`src/rtl/uart_echo_buffer.sv`:
```
// uart_echo_buffer
// Collects bytes from uart_rx until the buffer is full or a terminator
// arrives, then replays the stored line to uart_tx in arrival order
// (MODE 0) or reversed (MODE 1). Bytes received during a replay are dropped
// and reported with a one-cycle rx_drop pulse.
module uart_echo_buffer #(
    parameter int         DATA_W    = 8,
    parameter int         DEPTH     = 16,
    parameter int         MODE      = 0,
    parameter int         USE_TERM  = 1,
    parameter logic [7:0] TERM_CHAR = 8'h0D
) (
    input  logic                         hwclk,
    input  logic                         rst,
    input  logic                         rx_dv,
    input  logic [DATA_W-1:0]            rx_byte,
    input  logic                         tx_active,
    input  logic                         tx_done,
    output logic                         tx_dv,
    output logic [DATA_W-1:0]            tx_byte,
    output logic [$clog2(DEPTH+1)-1:0]   count,
    output logic                         busy,
    output logic                         rx_drop
);

    localparam int PTR_W = $clog2(DEPTH);
    localparam int CNT_W = $clog2(DEPTH + 1);

    localparam logic [CNT_W-1:0]  CNT_ONE  = CNT_W'(1);
    localparam logic [CNT_W-1:0]  CNT_LAST = CNT_W'(DEPTH - 1);
    localparam logic [PTR_W-1:0]  PTR_ONE  = PTR_W'(1);
    // Terminator compared over the low DATA_W bits (zero-extended if wider).
    localparam logic [DATA_W-1:0] TERM_VAL = DATA_W'(TERM_CHAR);

    typedef enum logic [1:0] {
        S_FILL = 2'd0,
        S_LOAD = 2'd1,
        S_SEND = 2'd2,
        S_WAIT = 2'd3
    } state_t;

    state_t state;
    state_t state_next;

    logic [DATA_W-1:0] mem [DEPTH];
    logic [PTR_W-1:0]  wr_ptr;
    logic [PTR_W-1:0]  rd_ptr;

    logic is_term;
    logic fill_store;
    logic full_trigger;
    logic term_trigger;
    logic tx_ack;
    logic last_ack;

    // A terminator only means something when terminator replay is enabled.
    assign is_term      = (USE_TERM != 0) && (rx_byte == TERM_VAL);
    // Non-terminator byte in FILL is always stored (full trigger guarantees room).
    assign fill_store   = (state == S_FILL) && rx_dv && !is_term;
    // The store that makes the buffer full also starts the replay.
    assign full_trigger = fill_store && (count == CNT_LAST);
    // A terminator with an empty buffer is silently ignored.
    assign term_trigger = (state == S_FILL) && rx_dv && is_term && (count != '0);
    // tx_done only counts while waiting for the byte we launched.
    assign tx_ack       = (state == S_WAIT) && tx_done;
    assign last_ack     = tx_ack && (count == CNT_ONE);

    // State register.
    always_ff @(posedge hwclk or posedge rst) begin
        if (rst) begin
            state <= S_FILL;
        end else begin
            state <= state_next;
        end
    end

    // Next-state logic.
    always_comb begin
        state_next = state;
        case (state)
            S_FILL: begin
                if (full_trigger || term_trigger) begin
                    state_next = S_LOAD;
                end
            end
            S_LOAD: begin
                state_next = S_SEND;
            end
            S_SEND: begin
                if (!tx_active) begin
                    state_next = S_WAIT;
                end
            end
            S_WAIT: begin
                if (tx_ack) begin
                    state_next = last_ack ? S_FILL : S_LOAD;
                end
            end
            default: begin
                state_next = S_FILL;
            end
        endcase
    end

    // Outputs: the start strobe is gated by tx_active so it can never overlap
    // a transmission, and it vanishes as soon as reset forces FILL.
    always_comb begin
        tx_dv = (state == S_SEND) && !tx_active;
        busy  = (state != S_FILL);
    end

    // Line storage: plain write port, read is registered through tx_byte.
    always_ff @(posedge hwclk) begin
        if (fill_store) begin
            mem[wr_ptr] <= rx_byte;
        end
    end

    // Occupancy count and read/write pointers.
    always_ff @(posedge hwclk or posedge rst) begin
        if (rst) begin
            count  <= '0;
            wr_ptr <= '0;
            rd_ptr <= '0;
        end else begin
            if (fill_store) begin
                wr_ptr <= wr_ptr + PTR_ONE;
                count  <= count + CNT_ONE;
            end

            // Reverse replay starts at the newest byte; in FILL wr_ptr equals
            // count, so the newest entry is wr_ptr-1 (or wr_ptr itself when the
            // store that fills the buffer is happening this cycle).
            if (MODE != 0) begin
                if (full_trigger) begin
                    rd_ptr <= wr_ptr;
                end else if (term_trigger) begin
                    rd_ptr <= wr_ptr - PTR_ONE;
                end
            end

            if (tx_ack) begin
                count <= count - CNT_ONE;
                if (last_ack) begin
                    wr_ptr <= '0;
                    rd_ptr <= '0;
                end else if (MODE == 0) begin
                    rd_ptr <= rd_ptr + PTR_ONE;
                end else begin
                    rd_ptr <= rd_ptr - PTR_ONE;
                end
            end
        end
    end

    // Byte presented to uart_tx; held from LOAD until the next LOAD.
    always_ff @(posedge hwclk or posedge rst) begin
        if (rst) begin
            tx_byte <= '0;
        end else if (state == S_LOAD) begin
            tx_byte <= mem[rd_ptr];
        end
    end

    // Flag bytes that arrive while a replay owns the buffer.
    always_ff @(posedge hwclk or posedge rst) begin
        if (rst) begin
            rx_drop <= 1'b0;
        end else begin
            rx_drop <= rx_dv && (state != S_FILL);
        end
    end

endmodule

```
`config.mk`:
```
export PLATFORM = sky130hd
export DESIGN_NAME = uart_echo_buffer
export DESIGN_NICKNAME = d
export VERILOG_FILES = /design/src/rtl/uart_echo_buffer.sv
export SDC_FILE = /design/constraint.sdc
export NUM_CORES = 1
export LEC_CHECK = 0
export CAP_MARGIN = 20
export CORE_MARGIN = 2
export CORE_UTILIZATION = 49
export DETAILED_ROUTE_END_ITERATION = 8
export PLACE_DENSITY_LB_ADDON = 0.05
export SKIP_CTS_REPAIR_TIMING = 1
export SYNTH_ARGS = -nofsm -noshare
export SYNTH_HDL_FRONTEND = slang
export SYNTH_SLANG_ARGS = --single-unit
```
`constraint.sdc`:
```
create_clock -name hwclk -period 5.7 [get_ports hwclk]
set_input_delay 1.14 -clock hwclk [delete_from_list [all_inputs] [get_ports hwclk]]
set_output_delay 1.14 -clock hwclk [all_outputs]
set_load 0.05 [all_outputs]
```
; Word-level counts from Yosys, hierarchy flattened
; Memory sizes are Yosys's and may differ from the RTL's. A register that Yosys moved wholly into a read port is not among the register bits.
; Cells that the tools add are included.
[word_totals]
reg_bits = 16
mem_bits_rw = 128
inputBits = 13
wordCells = 49
mem_count = 1
[op_classes]
addsub = 4
n_eq_ne = 9
n_mux = 13
n_reduce_logical = 17
[mem_list]
columns = memory, words, width, read_ports, rd_ports_with_merged_regs, write_ports, line_no
row1 = mem, 16, 8, 1, 1, 1, 45  ; logic [DATA_W-1:0] mem [DEPTH];
[op_table]
columns = op, count
row1 = 2-to-1 mux 4 bit, 4
row2 = 2-to-1 mux 5 bit, 2
row3 = logical AND 1 bit, 9
row4 = adder 4 x 1 -> 4 bit (second input constant), 2
row5 = == test 8 x 4 -> 1 bit (second input constant), 1
row6 = case mux 2 bit (4 select lines), 1
row7 = 2-to-1 mux 2 bit, 3
row8 = adder 5 x 1 -> 5 bit (second input constant), 1
row9 = == test 5 x 1 -> 1 bit (second input constant), 1
row10 = == test 5 x 4 -> 1 bit (second input constant), 1
row11 = nonzero test 5 bit, 1
row12 = subtractor 5 x 1 -> 5 bit (second input constant), 1
row13 = == test 2 bit (second input constant), 2
row14 = != test 2 bit (second input constant), 2
row15 = nonzero test 2 bit, 2
row16 = 2-to-1 mux 1 bit, 3
row17 = AND reduction 3 bit, 1
row18 = == test 2 x 1 -> 1 bit (second input constant), 1
row19 = logical NOT 1 bit, 2
row20 = logical NOT 2 bit, 1
row21 = != test 2 x 1 -> 1 bit (second input constant), 1
row22 = logical OR 1 bit, 1

; Depth between registers and ports, before layout
; Gate-level depths: netlist of run 1.
[logic_depth]
ltp_word = 7
ltp_mapped = 8
ltp_nobuf = 6

; Worst setup path before layout of run 1
; No wires, ideal clock.
[synth_timing]
path_kind = input port to output port
startpoint = in tx_active
endpoint = out tx_dv
t_arrival_ps = 1829
required_ps = 4560
slack_ps = 2731
path_stages = 1
path_buffers = 0
path_cell_list = nor2b_1
[synth_via]
elab_chain_len = 2
[synth_lines]
columns = item, line_no
row1 = start: declaration, 17  ; input logic tx_active,
row2 = logical NOT 1 bit, 108  ; tx_dv = (state == S_SEND) && !tx_active;
row3 = logical AND 1 bit, 108
row4 = end: declaration, 19  ; output logic tx_dv,
; No other way between the ends.

; Worst setup path after layout of run 1
; Ends and elaborated chain as after synthesis.

==> results of run 1 <==
[metal layers]
layer  share of wire (%)  up-vias  wire [um]
li1                    -     1492          -
met4                 1.5        0        202
met5                   0        -          0
met3                 5.1       13        689
met2                  48       81       6600
met1                  45     1694       6120
[registers in the layout, summed over array words and instances, names as in the netlist]
signal / count
mem: 128
tx_byte: 8
rx_drop: 1
rd_ptr: 4
wr_ptr: 4
state: 2
count: 5
[where the power goes]
group	leakage, nW	total, mW	internal [mW]	switching, mW
Clock	0.258	1.02	0.619	0.400
Combinational	0.780	1.09	0.455	0.639
Sequential	1.43	1.43	1.32	0.112
[synthesized netlist by cell type, drive strengths merged (7+ instances only)]
cell type,n,area share (%)
a21oi,16,1.3
inv,11,0.66
nor2,7,0.42
dfrtp,24,9.6
mux2,9,1.6
buf,10,0.88
o21ai,8,0.64
mux4,32,11
o22ai,16,1.6
nand2,13,0.78
edfxtp,128,61
ha,15,3.0
clkbuf,9,0.54
[stage by stage]
step	utilization (%)	cell area, um^2	hold slack (ns)	power (mW)	cells
after floorplan	-	6270	0.528	2.23	353
after global placement	53.6	6730	0.546	2.54	541
after detailed placement	53.9	6770	0.561	2.55	544
after CTS	58.1	7300	0.573	3.57	576
after global routing	58.1	7300	0.606	3.71	576
final	58.1	7300	0.568	3.54	576
[cell families after synthesis]
group,count (synthesis)
adder cells (fa/ha/maj),15
AND/OR/NAND/NOR,58
flip-flops,152
buffers and inverters,30
AO/OA/AOI/OAI,52
multiplexers,41
XOR/XNOR,5
[critical path, stage by stage]
cell and delay [ns]:
clkdlybuf4s50_1 0.42, nor2b_1 0.11, clkdlybuf4s50_1 0.81
[final cells by class]
class	count	area [um^2]	share of cell area (%)
Tap cell	172	215	2.95
Inverter	11	41.3	0.565
Clock buffer	27	483	6.61
Sequential cell	152	4450	60.9
Timing Repair Buffer	38	373	5.10
Multi-Input combinational cell	171	1700	23.3
Clock inverter	5	47.5	0.651
[final timing paths]
| kind | from | endpoint | slack, ns |
|---|---|---|---|
| min in group asynchronous | rst | rd_ptr[3] | 1.08 |
| max | tx_active | tx_dv | 2.08 |
| max reg2reg | state[0] | mem[4][5] | 3.24 |
| min reg2reg | tx_byte[3] | tx_byte[3] | 0.57 |
| max in group asynchronous | rst | wr_ptr[3] | 4.12 |
| min | tx_byte[3] | tx_byte[3] | 0.57 |
==> metrics.yaml, run 1 <==
status: "complete, no violations"
maxCapViolations: 0
cts_sinks: 152
synth-compound-area-share_pct: 5.09
drtPass1Iterations: 4
synthFlopType: "edfxtp_1"
layout_common_cells: "edfxtp_1 (128), mux4_2 (32), clkdlybuf4s50_1 (28)"
r2r_cells: 6
synth_adder_area_share_pct: 2.99
place_ws_ns: 1.83
rsz0062_at_grt: "no"
wire_per_inst_um: 23.6
vias_per_cell: 5.69
worstSkewPairLatency_ns: 0.42
synth_edf_count: 128
antenna_cells: 0
syn_avg_cell_area_um2: 17.8
worstPathMaxFanout: 2
synth_xor_area_share_pct: 0.698
start_kind: "input pin"
required_ns: 4.56
cts_tree: "built"
area_growth_pct: 16.4
vdd_drop_max_uv: 239
tightest_slew_ns: 0.985
initial_utilization_pct: 49.9
fin_worst_skew_ns: 0.00655
relSlewSlack_pct: 34.4
leakage_nw: 2.47
critical_path_class: "in2out"
layout_commonest_cell: "edfxtp_1"
remaining_drc_errors: 0
pin_count: 29
slew_violations: 0
clk_pin_slew_worst_paths_ns: 0.06
clock.fmax_mhz: 276
cts_buffers: 17
via_count: 3280
layout_setup_ws_ns: 2.08
antenna_found_initial: 0
finalSetupViolations: 0
drt_iter0_drc: 287
synthesis.nets: 381
dp_hpwl_mm: 8.78
cts-htree-levels: 4
fin_crit_sh_pct: 63.5
met1_usage_pct: 31.1
ys_seq_area_share_pct: 70.8
fin_nets: 419
top_usage_layer: "met2"
yosys.area_share.simple_pct: 5.21
synthArstFlopShare_pct: 15.8
cp_data_arrival_time_ns: 2.48
grt_max_degree: 36
min_path_type: "reg2reg"
grt_overflow: 0
synth_area_um2: 6270
grt_usage_pct: 22.2
gp_congestion: 0.765
core-area_um2: 12600
synth_top_family_by_area: "multiplexers"
ys_types: 41
power_density_nw_per_um2: 485
antenna_left: 0
worstSetupEndpointType: "output pin"
synthMuxAreaShare_pct: 13.1
n_fill_cell: 983
drive_above_1_share_pct: 18.6
clockBufferDepth: 2
grt_pass1_wl_mm: 20.7
hold_viol: 0
holdPathStages: 2
grt_use_met2_pct: 33.9
synthCells: 353
die_y_um: 117
die_area_um2: 13700
routed_wl_mm: 13.6
setup_tns_ns: 0
rows: 41
die_w_um: 117
yosys_register_bits: 152
portBuffers: 28
use_met3_pct: 6.39
grt_pass1_vias: 3392
cts-root-buf: "clkbuf_16"
yosysWarningCount: 0
fin_crit_ns: 3.62
(Power assumes the default switching activity.)
==> run 2, diff against run 1 <==
==> constraint.sdc (replaced) <==
create_clock -name hwclk -period 3.3 [get_ports hwclk]
set_input_delay 0.66 -clock hwclk [delete_from_list [all_inputs] [get_ports hwclk]]
set_output_delay 0.66 -clock hwclk [all_outputs]
set_load 0.05 [all_outputs]
==> run 2 against run 1 <==
- setup slack worse by 1.5 ns
- utilization is 0.89 points higher
- register-to-register slack worse by 2.2 ns
- sequential power is 78% higher
- total power is 79% higher
- sequential cell count stayed put
- design area is 1.5% higher
- critical path depth is 1 higher
- critical path type is now reg2out
==> metrics.yaml, run 2 (synthesized netlist as in run 1, its figures left out) <==
largest_reg_flops: 128
clockPowerShare_pct: 30.8
grt_pass1_wl_mm: 19.6
path_cells: "inv_1 -> ha_1 -> nor2b_1 -> clkdlybuf4s50_1"
fin_area_um2: 7420
clock.fmax_mhz: 363
fin_crit_ns: 2.76
tightest_slew_ns: 0.916
cts_buffers: 17
relSlewSlack_pct: 38.9
internal_power_mw: 4.33
antenna_cells: 0
finalSetupViolations: 0
clockBufferDepth: 2
drive_above_1_share_pct: 20.8
hold_viol: 0
reg_top3: "mem (128), tx_byte (8), count (5)"
fin_cells: 585
vias_per_cell: 5.62
grt_overflow: 0
grt_usage_pct: 20.9
fin_nets: 428
slowest_stage: "clkdlybuf4s50_1"
setup_tns_ns: 0
critPathMaxStageDelay_ns: 0.81
remaining_drc_errors: 0
via_count: 3286
layout_commonest_cell: "edfxtp_1"
dp_hpwl_mm: 8.84
cts_sinks: 152
seq_power_share_pct: 40.3
grt_pass1_vias: 3367
fin_crit_sh_pct: 83.5
slew_violations: 0
drt_iter0_drc: 263
register_area_um2: 4450
vdd_drop_max_uv: 503
status: "complete, no violations"
antenna_found_initial: 0
initial_utilization_pct: 49.9
place_inst: 552
wire_per_inst_um: 22.2
worstSkewPairLatency_ns: 0.42
portBuffers: 28
fin_worst_skew_ns: 0.00762
switchingPower_mw: 1.99
cp_top_family: "buffers and inverters"
fin_util_pct: 59.0
clk_pin_slew_worst_paths_ns: 0.06
cts_tree: "built"
worstPathMaxFanout: 4
pin_count: 29
cts-root-buf: "clkbuf_16"
core-area_um2: 12600
rows: 41
critical_path_class: "reg2out"
cts-htree-levels: 4
p_comb_share_pct: 29.0
multi_input_area_um2: 1700
worstSetupEndpointType: "output pin"
largest-register: "mem"
leakage_nw: 2.53
layout_common_cells: "edfxtp_1 (128), mux4_2 (32), clkdlybuf4s50_1 (28)"
gp_congestion: 0.776
maxCapViolations: 0
worst-path-buf-inv: 2
required_ns: 2.64
die_area_um2: 13700
routed_wl_mm: 13.0
switching_share_pct: 31.5
die_w_um: 117
min_path_type: "reg2reg"
n_fill_cell: 982
rsz0062_at_grt: "no"
area_growth_pct: 18.2
drtPass1Iterations: 4
grt_max_degree: 26
start_kind: "flop"
antenna_left: 0
placed_cell_area_um2: 6820
die_y_um: 117
power_density_nw_per_um2: 852
cp_data_arrival_time_ns: 2.10
whs_ns: 0.566
-- run 2: cell count changes in the layout (fill, tap and decap cells not counted), sizes merged --
cell	delta
buf	+9
clkbuf	-6
bufinv	+3
clkinv	+3
-- run 2: worst register-to-register path, delay by kind of cell, from the launching register on --
family | cells | cell delay [ns]
AO/OA/AOI/OAI | 1 | 0.13
adder cells (fa/ha/maj) | 1 | 0.24
buffers and inverters | 1 | 0.14
flip-flops | 1 | 0.42
AND/OR/NAND/NOR | 3 | 1.00
-- run 2: through the flow --
stage	power, mW	worst slack (ns)
2_1_floorplan	3.84	0.962
4_1_cts	6.38	0.507
3_3_place_gp	4.41	0.327
5_1_grt	6.63	0.450
3_5_place_dp	4.43	0.303
6_report	6.32	0.545
-- run 2: layout make-up --
cell class                      count  area share [%]
Clock buffer                       21            5.94
Sequential cell                   152            59.9
Multi-Input combinational cell    171            22.9
Inverter                           11           0.557
Clock inverter                     11            2.08
Timing Repair Buffer               47            5.67
Tap cell                          172            2.90
-- run 2: worst paths after layout --
| path | startpoint | end | slack (ns) | depth (start not counted) |
|---|---|---|---|---|
| worst max-delay path | state[0] | tx_dv | 0.54 | 4 |
| worst min-delay path | tx_byte[4] | tx_byte[4] | 0.57 | 2 |
| worst max register to register | state[0] | mem[3][1] | 1.01 | 6 |
| worst min register to register | tx_byte[4] | tx_byte[4] | 0.57 | 2 |
| max in group asynchronous | rst | rd_ptr[2] | 2.41 | 3 |
| min in group asynchronous | rst | rd_ptr[2] | 0.61 | 3 |
-- run 2: power groups by stage --
stage	Sequential [mW]	Clock, mW	Combinational, mW
after CTS	2.55	1.98	1.85
after detailed placement	2.59	0	1.84
after global placement	2.59	0	1.82
after floorplan	2.69	0	1.15
final	2.55	1.94	1.83
after global routing	2.59	2.06	1.97
-- run 2: metal layers --
| layer | global-route usage, % | vias to the layer above | part of all wire [%] |
|---|---|---|---|
| met5 | 0 | - | 0 |
| met4 | 7.53 | 0 | 1.6 |
| met3 | 6.64 | 15 | 4.5 |
| met2 | 31.7 | 78 | 48 |
| met1 | 28.8 | 1685 | 45 |
| li1 | - | 1508 | - |
==> run 3, diff against run 2 <==
==> constraint.sdc (replaced) <==
create_clock -name hwclk -period 2.46 [get_ports hwclk]
set_input_delay 0.492 -clock hwclk [delete_from_list [all_inputs] [get_ports hwclk]]
set_output_delay 0.492 -clock hwclk [all_outputs]
set_load 0.05 [all_outputs]
==> run 3 against run 2 <==
- global-route usage grew 0.90 points
- total power grew 31%
- first-iteration DRC count shrank 0.76%
- sequential cell count is the same
- critical endpoint is now state[1]
- setup slack lost 0.46 ns
- clock power grew 21%
- sequential power grew 30%
- sequential share of layout area shrank 0.45 points
- count of clock-buffer cells in the layout grew 1
==> metrics.yaml, run 3 (synthesized netlist as in run 1, its figures left out) <==
drive_above_1_share_pct: 23.8
min_path_type: "in2async"
critical_path_class: "in2reg"
clock.fmax_mhz: 420
fin_worst_skew_ns: 0.00667
r2r_start: "state[0]"
largest-register: "mem"
wire_per_inst_um: 22.7
clk_pin_slew_worst_paths_ns: 0.06
power_density_nw_per_um2: 1110
remaining_drc_errors: 0
die_w_um: 117
gp_congestion: 0.827
critical_path.startpoint: "rx_byte[5]"
die_y_um: 117
required_ns: 2.76
area_growth_pct: 19.1
setup_tns_ns: 0
grt_max_degree: 25
rr_endpoint: "mem[0][4]"
multi_input_area_um2: 1700
portBuffers: 28
routed_wl_mm: 13.5
fin_cells: 593
slowest_stage: "or4_1"
grt_pass1_wl_mm: 20.5
cts_buffers: 17
cp_data_arrival_time_ns: 2.68
slew_violations: 0
endpoint: "state[1]"
reg2reg_slack_ns: 0.18
hold_viol: 0
rsz0062_at_grt: "no"
drt_iter0_drc: 261
dp_hpwl_mm: 9.07
reg_top3: "mem (128), tx_byte (8), count (5)"
worstSetupEndpointType: "flop"
tightest_slew_ns: 0.928
status: "complete, no violations"
initial_utilization_pct: 49.9
drtPass1Iterations: 5
die_area_um2: 13700
rows: 41
place_inst: 561
worstSkewPairLatency_ns: 0.42
critPathMaxStageDelay_ns: 0.68
r2r_cells: 6
vias_per_cell: 5.74
cts_tree: "built"
power_mw: 8.30
fin_crit_ns: 2.38
start_kind: "input pin"
cts-htree-levels: 4
clockBufferDepth: 2
leakage_nw: 2.56
grt_overflow: 0
worstPathMaxFanout: 6
maxCapViolations: 0
whs_ns: 0.449
grt_usage_pct: 21.8
fin_nets: 436
register_area_um2: 4450
n_fill_cell: 966
antenna_found_initial: 0
antenna_left: 0
layout_common_cells: "edfxtp_1 (128), mux4_2 (32), clkdlybuf4s50_1 (26)"
cts-root-buf: "clkbuf_16"
via_count: 3402
vdd_drop_max_uv: 594
cts_sinks: 152
core-area_um2: 12600
layout_commonest_cell: "edfxtp_1"
fin_crit_sh_pct: 96.7
path_cells: "clkdlybuf4s50_1 -> or4_1 -> o41a_1 -> a21oi_2 -> mux2_1"
pin_count: 29
antenna_cells: 0
finalSetupViolations: 0
relSlewSlack_pct: 38.1
grt_pass1_vias: 3503
largest_reg_flops: 128
run 3: changes by cell type in the layout (fill, tap and decap cells not counted), moves of 2 or more:
cell and delta:
clkdlybuf4s50_1 -2, buf_12 +4, clkinvlp_4 +2, clkinv_1 -3, clkinv_2 +4, buf_4 +6
bufinv_16 -3
run 3: stage by stage:
stage	instance area [um^2]	utilization (%)	setup slack, ns
floorplan	6270	-	0.290
global route	7470	59.5	0.0155
detailed placement	6930	55.2	-0.321
global placement	6930	55.2	-0.311
CTS	7460	59.4	-0.0989
finish	7470	59.5	0.0805
run 3: worst min path at each step:
| stage | slack, ns | start | cells past startpoint | to |
|---|---|---|---|---|
| global route | 0.49 | rst | 3 | state[1] |
| floorplan | 0.51 | rst | 1 | count[0] |
| detailed placement | 0.56 | count[3] | 1 | count[3] |
| global placement | 0.54 | tx_byte[5] | 2 | tx_byte[5] |
| finish | 0.45 | rst | 3 | state[0] |
| CTS | 0.45 | rst | 3 | state[1] |
run 3: report_power, final:
group	internal, mW	switching (mW)	leakage [nW]	total, mW
clock network	1.40	0.942	0.261	2.34
logic	1.14	1.50	0.874	2.64
registers	3.05	0.271	1.43	3.32
total	5.59	2.72	2.56	8.30
run 3: critical path, delay by kind of cell:
family | cells | cell delay, ns
AND/OR/NAND/NOR | 1 | 0.68
AO/OA/AOI/OAI | 2 | 0.66
buffers and inverters | 1 | 0.51
multiplexers | 1 | 0.33
run 3: per-layer routing:
layer / wire [um] / global-route usage (%) / up-vias
met5: 0 / 0 / -
met4: 420 / 11.5 / 0
met3: 500 / 4.74 / 23
met2: 6390 / 33.1 / 86
met1: 6160 / 29.8 / 1767
li1: - / - / 1526
run 3: final cells by class:
type | instances | share of cell area (%)
inverters | 11 | 0.553
well taps | 172 | 2.88
multi-input cells | 171 | 22.8
flip-flops and latches | 152 | 59.5
clock inverters | 10 | 1.05
clock buffers | 22 | 6.08
repair buffers | 55 | 7.13
